===== config.mk =====
export PLATFORM = sky130hd
export DESIGN_NAME = simon_core
export DESIGN_NICKNAME = d
export VERILOG_FILES = /design/src/rtl/simon_core.sv
export SDC_FILE = /design/constraint.sdc
export NUM_CORES = 1
export LEC_CHECK = 0
export BUFFER_PORTS_ARGS = -buffer_cell sky130_fd_sc_hd__buf_2
export CAP_MARGIN = 20
export CELL_PAD_IN_SITES_DETAIL_PLACEMENT = 0
export CELL_PAD_IN_SITES_GLOBAL_PLACEMENT = 1
export CORE_MARGIN = 2
export CORE_UTILIZATION = 49
export CTS_CLUSTER_SIZE = 12
export DETAILED_ROUTE_END_ITERATION = 10
export PLACE_DENSITY = 0.86
export SLEW_MARGIN = 20
export SYNTH_ARGS = -nofsm -noshare
export SYNTH_HDL_FRONTEND = slang
export SYNTH_SLANG_ARGS = --single-unit

===== constraint.sdc =====
create_clock -name clk -period 6.8 [get_ports clk]
set_input_delay 1.36 -clock clk [delete_from_list [all_inputs] [get_ports clk]]
set_output_delay 1.36 -clock clk [all_outputs]
set_load 0.03 [all_outputs]

===== src/rtl/simon_core.sv =====
// Iterative Simon block cipher: one-time key expansion into a round-key store,
// then one round per cycle in either direction behind valid/ready handshakes.
module simon_core #(
  parameter int unsigned N = 16,
  parameter int unsigned M = 4
) (
  input  logic           clk,
  input  logic           rst,
  input  logic           key_load,
  input  logic [N*M-1:0] key,
  output logic           key_ready,
  input  logic           in_valid,
  output logic           in_ready,
  input  logic           in_mode,
  input  logic [2*N-1:0] in_data,
  output logic           out_valid,
  input  logic           out_ready,
  output logic [2*N-1:0] out_data
);

  function automatic int unsigned f_rounds(input int unsigned n, input int unsigned m);
    case (n)
      16:      return (m == 4) ? 32 : 0;
      24:      return (m == 3 || m == 4) ? 36 : 0;
      32:      return (m == 3) ? 42 : (m == 4) ? 44 : 0;
      48:      return (m == 2) ? 52 : (m == 3) ? 54 : 0;
      64:      return (m == 2) ? 68 : (m == 3) ? 69 : (m == 4) ? 72 : 0;
      default: return 0;
    endcase
  endfunction

  function automatic int unsigned f_zidx(input int unsigned n, input int unsigned m);
    case (n)
      16:      return 0;
      24:      return (m == 3) ? 0 : 1;
      32:      return (m == 3) ? 2 : 3;
      48:      return (m == 2) ? 2 : 3;
      default: return (m == 2) ? 2 : (m == 3) ? 3 : 4;
    endcase
  endfunction

  // Bit 61 holds z[0], the first element of each published sequence.
  function automatic logic [61:0] f_zseq(input int unsigned idx);
    case (idx)
      0:       return 62'b11111010001001010110000111001101111101000100101011000011100110;
      1:       return 62'b10001110111110010011000010110101000111011111001001100001011010;
      2:       return 62'b10101111011100000011010010011000101000010001111110010110110011;
      3:       return 62'b11011011101011000110010111100000010010001010011100110100001111;
      default: return 62'b11010001111001101011011000100000010111000011001010010011101111;
    endcase
  endfunction

  localparam int unsigned T     = f_rounds(N, M);
  localparam int unsigned Z_IDX = f_zidx(N, M);
  localparam int unsigned CW    = (T > 1) ? $clog2(T) : 1;
  localparam logic [61:0] Z_SEQ = f_zseq(Z_IDX);

  if (T == 0) begin : g_illegal_params
    $error("simon_core: unsupported (N,M) combination");
  end

  function automatic logic [N-1:0] f_rol(input logic [N-1:0] x, input int unsigned s);
    return (x << s) | (x >> (N - s));
  endfunction

  function automatic logic [N-1:0] f_ror(input logic [N-1:0] x, input int unsigned s);
    return (x >> s) | (x << (N - s));
  endfunction

  function automatic logic [N-1:0] f_f(input logic [N-1:0] x);
    return (f_rol(x, 1) & f_rol(x, 8)) ^ f_rol(x, 2);
  endfunction

  typedef enum logic [2:0] {S_NOKEY, S_KEXP, S_IDLE, S_RUN, S_OUT} state_t;

  state_t         r_state;
  logic [CW-1:0]  r_cnt;
  logic [N-1:0]   r_x;
  logic [N-1:0]   r_y;
  logic           r_mode;
  logic [N*M-1:0] r_key;
  logic           r_kpend;
  logic           r_key_ready;
  logic           r_in_ready;
  logic           r_out_valid;
  logic [2*N-1:0] r_out_data;
  logic [N-1:0]   r_rk [T];

  logic [N-1:0]   w_rk;
  logic [N-1:0]   w_tmp;
  logic [N-1:0]   w_knew;
  logic [N-1:0]   w_nx;
  logic [N-1:0]   w_ny;
  logic           w_zbit;
  logic           w_last;
  int unsigned    w_zpos;

  // Next round key (while expanding) and next round state (while running).
  always_comb begin
    w_rk   = r_rk[r_cnt];
    w_zpos = 32'(r_cnt) - M;
    if (w_zpos >= 32'd62) w_zpos = w_zpos - 32'd62;
    w_zbit = (w_zpos < 32'd62) ? Z_SEQ[6'(32'd61 - w_zpos)] : 1'b0;
    w_tmp  = f_ror(r_rk[CW'(r_cnt - CW'(1))], 3);
    if (M == 4) w_tmp = w_tmp ^ r_rk[CW'(r_cnt - CW'(3))];
    w_tmp  = w_tmp ^ f_ror(w_tmp, 1);
    w_knew = ~r_rk[CW'(r_cnt - CW'(M))] ^ w_tmp ^ N'(w_zbit) ^ N'(3);
    if (r_mode) begin
      w_nx = r_y;
      w_ny = r_x ^ f_f(r_y) ^ w_rk;
    end else begin
      w_nx = r_y ^ f_f(r_x) ^ w_rk;
      w_ny = r_x;
    end
    w_last = r_mode ? (r_cnt == '0) : (r_cnt == CW'(T - 1));
  end

  // Round-key store; validity is tracked by r_key_ready, so no reset is needed.
  always_ff @(posedge clk) begin
    if (r_state == S_KEXP) begin
      if (r_cnt == '0) begin
        for (int i = 0; i < int'(M); i++) r_rk[CW'(i)] <= r_key[i*N +: N];
      end else begin
        r_rk[r_cnt] <= w_knew;
      end
    end
  end

  always_ff @(posedge clk or posedge rst) begin
    if (rst) begin
      r_state     <= S_NOKEY;
      r_cnt       <= '0;
      r_x         <= '0;
      r_y         <= '0;
      r_mode      <= 1'b0;
      r_key       <= '0;
      r_kpend     <= 1'b0;
      r_key_ready <= 1'b0;
      r_in_ready  <= 1'b0;
      r_out_valid <= 1'b0;
      r_out_data  <= '0;
    end else begin
      if (key_load) r_key <= key;
      case (r_state)
        S_NOKEY: begin
          if (key_load) begin
            r_state <= S_KEXP;
            r_cnt   <= '0;
          end
        end
        S_KEXP: begin
          if (key_load) begin
            r_cnt <= '0;
          end else if (r_cnt == '0) begin
            r_cnt <= CW'(M);
          end else if (r_cnt == CW'(T - 1)) begin
            r_state     <= S_IDLE;
            r_key_ready <= 1'b1;
            r_in_ready  <= 1'b1;
          end else begin
            r_cnt <= r_cnt + CW'(1);
          end
        end
        S_IDLE: begin
          if (key_load) begin
            r_state     <= S_KEXP;
            r_cnt       <= '0;
            r_key_ready <= 1'b0;
            r_in_ready  <= 1'b0;
          end else if (in_valid && r_in_ready) begin
            r_state    <= S_RUN;
            r_x        <= in_data[2*N-1:N];
            r_y        <= in_data[N-1:0];
            r_mode     <= in_mode;
            r_cnt      <= in_mode ? CW'(T - 1) : '0;
            r_in_ready <= 1'b0;
          end
        end
        S_RUN: begin
          if (key_load) r_kpend <= 1'b1;
          r_x <= w_nx;
          r_y <= w_ny;
          if (w_last) begin
            r_state     <= S_OUT;
            r_out_valid <= 1'b1;
            r_out_data  <= {w_nx, w_ny};
          end else begin
            r_cnt <= r_mode ? r_cnt - CW'(1) : r_cnt + CW'(1);
          end
        end
        S_OUT: begin
          // A new key (fresh or deferred from S_RUN) discards or follows the result.
          if (key_load || (out_ready && r_kpend)) begin
            r_state     <= S_KEXP;
            r_cnt       <= '0;
            r_kpend     <= 1'b0;
            r_key_ready <= 1'b0;
            r_out_valid <= 1'b0;
          end else if (out_ready) begin
            r_state     <= S_IDLE;
            r_out_valid <= 1'b0;
            r_in_ready  <= 1'b1;
          end
        end
        default: r_state <= S_NOKEY;
      endcase
    end
  end

  assign key_ready = r_key_ready;
  assign in_ready  = r_in_ready;
  assign out_valid = r_out_valid;
  assign out_data  = r_out_data;

endmodule


==> results_dict.tcl <==
set metrics [dict create \
    drive_gt1_share_pct 37.8 \
    grt_max_degree 129 \
    tightest_slew_ns 1.21 \
    clk-insertion-delay-late_ns 0.65 \
    syn_area_um2 36900 \
    gp_congestion 0.942 \
    start_util_pct 49.5 \
    slew_violations 0 \
    fin_skew_ns 0.0312 \
    critical_path_arrival_ns 5.91 \
    area_growth_pct 11.6 \
    portBuffers 136 \
    synth_cells 2318 \
    grt.overflow.total 0 \
    slew_headroom_pct 19.0 \
    grt_pass1_wl_mm 172 \
    routed_wl_mm 120 \
    critical_path.max_fanout 28 \
    setup_slack_ns 1.21 \
    ys.flop_type "edfxtp_1" \
    path_class "reg2reg" \
    antenna_found_initial 0 \
    clock_path_buffers 3 \
    cpMostUsedCell "inv_1" \
    stdcell_count 3441 \
    ys_warn_count 0 \
    hold_class "reg2reg" \
    vias_per_cell 7.26 \
    yosysTopAreaCell "edfxtp_1" \
    post_cts_buffers 0 \
    rsz0062_at_grt "false" \
    multi_input_area_um2 17500 \
    ant_nets 0 \
    critPathMaxStageDelay_ns 0.79 \
    slowest_stage "dfrtp_4" \
    clk_pin_slew_ns 0.06 \
    ys_top_cells_by_count "edfxtp_1, mux4_2, nand2_1" \
    async_flop_share_pct 21.6 \
    post-route-util_pct 55.3 \
    status "finished, final reports clean" \
    die_h_um 278 \
    cp-end-kind "flip-flop" \
    h-tree-depth 3 \
    ios 137 \
    synth.most_common_cell "edfxtp_1" \
    yosysSeqAreaShare_pct 51.3 \
    rows 100 \
    regArea_um2 18900 \
    netlist.area_leader.share_pct 41.7 \
    die-area_um2 77400 \
    placed_cells 3321 \
    syn_area_per_cell_um2 15.9 \
    postCtsResizedCells 0 \
    startpoint_type "flip-flop" \
    post_drt_wl_per_cell_um 34.9 \
    synthesis.nets 2441 \
    drc_errors 0 \
    crit_required_ns 7.12 \
    synth_cell_types 54 \
    ys_seq_elements 653 \
    num-fill-cells 5661 \
    hold_viol 0 \
    place_ws_ns 1.25 \
    synth-edff-count 512 \
    synth_area_leaders "edfxtp_1, mux4_2, dfrtp_1, mux2_2, mux2i_1" \
    grt_pass1_vias 25000 \
    period_share_pct 82.2 \
    clock-sinks 653 \
    grt_usage_pct 31.1 \
    max_freq_ghz 0.179 \
    cts.root.buffer_cell "clkbuf_16" \
    drt_iter0_drc 3828 \
    cts-buffers-inserted 69 \
    final_nets 2548 \
    diodes 0 \
    period_needed_ns 5.59 \
    drv_cap 0 \
    die_w_um 278 \
    setup_violations 0 \
    hold_buffers 0 \
    tns_ns 0 \
    cts_tree "built" \
    post-dp-hpwl_mm 76.8 \
    core_um2 74400 \
    vias 25000 \
    drt_first_pass_iters 8 \
    path_cells "inv_1 > ha_4 > buf_4 > nor2b_1 > a22oi_1 > a41oi_1 > nor2_1 > xnor2_1 > xnor3_1 > inv_1" \
]
final cells by class:
type                    count  share of cell area (%)
clock buffers              99                    4.62
clock inverters            19                   0.453
inverters                  13                   0.131
well taps                 969                    2.95
flip-flops and latches    653                    46.0
repair buffers            214                    3.34
multi-input cells        1474                    42.5
flip-flops by register name, summed over array words and instances (netlist names):
register,count
r_rk,512
r_key,64
out_data,32
r_x,16
r_y,16
r_cnt,5
r_state,3
in_ready,1
key_ready,1
out_valid,1
r_kpend,1
r_mode,1
layer usage:
metal | up-vias | part of all wire (%) | GRT usage (%) | wire (um)
li1 | 9621 | - | - | -
met2 | 2162 | 45 | 47.0 | 54500
met3 | 498 | 14 | 11.1 | 16800
met1 | 12700 | 33 | 38.1 | 39600
met5 | - | 0 | 0 | 0
met4 | 0 | 7.6 | 19.7 | 9080
per-stage QoR:
step | area, um^2 | hold WS [ns]
final | 41100 | 0.507
after global routing | 41100 | 0.530
after CTS | 41100 | 0.513
after detailed placement | 39000 | 0.492
after global placement | 39000 | 0.492
after floorplan | 36900 | 0.475
logic make-up (layout without fill, tap and decap cells):
kind of cell             Yosys count  in the layout  share of synthesized area [%]
multiplexers                     657            657                           32.8
flip-flops                       653            653                           51.3
AND/OR/NAND/NOR                  398            398                           4.63
AO/OA/AOI/OAI                    237            237                           4.06
buffers and inverters            191            345                           2.51
XOR/XNOR                         161            161                           4.02
adder cells (fa/ha/maj)           21             21                          0.713
placed cells by master, fill, tap and decap left out, drive strengths merged, types with 3 or more instances in the layout:
| master | n |
|---|---|
| a31oi | 9 |
| edfxtp | 512 |
| nor2 | 107 |
| nor3 | 16 |
| nor2b | 5 |
| xnor3 | 4 |
| or3 | 4 |
| and3 | 6 |
| a211oi | 9 |
| nand4 | 29 |
| xnor2 | 103 |
| a311oi | 4 |
| inv | 17 |
| and2 | 9 |
| mux2i | 90 |
| a22oi | 71 |
| clkbuf | 99 |
| mux4 | 426 |
| clkinv | 14 |
| nor4 | 4 |
| a21oi | 50 |
| a2111oi | 4 |
| dfrtp | 141 |
| o21ai | 70 |
| ha | 21 |
| xor2 | 54 |
| nand2 | 189 |
| mux2 | 141 |
| buf | 214 |
| o211ai | 3 |
| nand2b | 3 |
| nand3 | 23 |
worst paths after layout:
path | end | cells past startpoint | startpoint | slack, ns
worst max-delay path | r_rk[11][2]$_DFFE_PP_ | 10 | r_cnt[1]$_DFFE_PP0P_ | 1.21
worst min-delay path | r_key[46]$_DFFE_PP0P_ | 1 | r_key[46]$_DFFE_PP0P_ | 0.51
worst max register to register | r_rk[11][2]$_DFFE_PP_ | 10 | r_cnt[1]$_DFFE_PP0P_ | 1.21
worst min register to register | r_key[46]$_DFFE_PP0P_ | 1 | r_key[46]$_DFFE_PP0P_ | 0.51
max in group asynchronous | r_key[22]$_DFFE_PP0P_ | 3 | rst | 4.58
min in group asynchronous | out_data[4]$_DFFE_PP0P_ | 2 | rst | 0.82
worst max-delay path, delay by kind of cell (launching register included):
kind	cells	cell delay, ns
buf+inv	3	1.41
xor+xnor	2	1.02
simple gates	2	0.80
flops	1	0.79
compound gates	2	0.61
fa+ha+maj	1	0.58
Power is not shown: default switching activity piles up to over one toggle a cycle in this logic, so the estimate is an artifact.
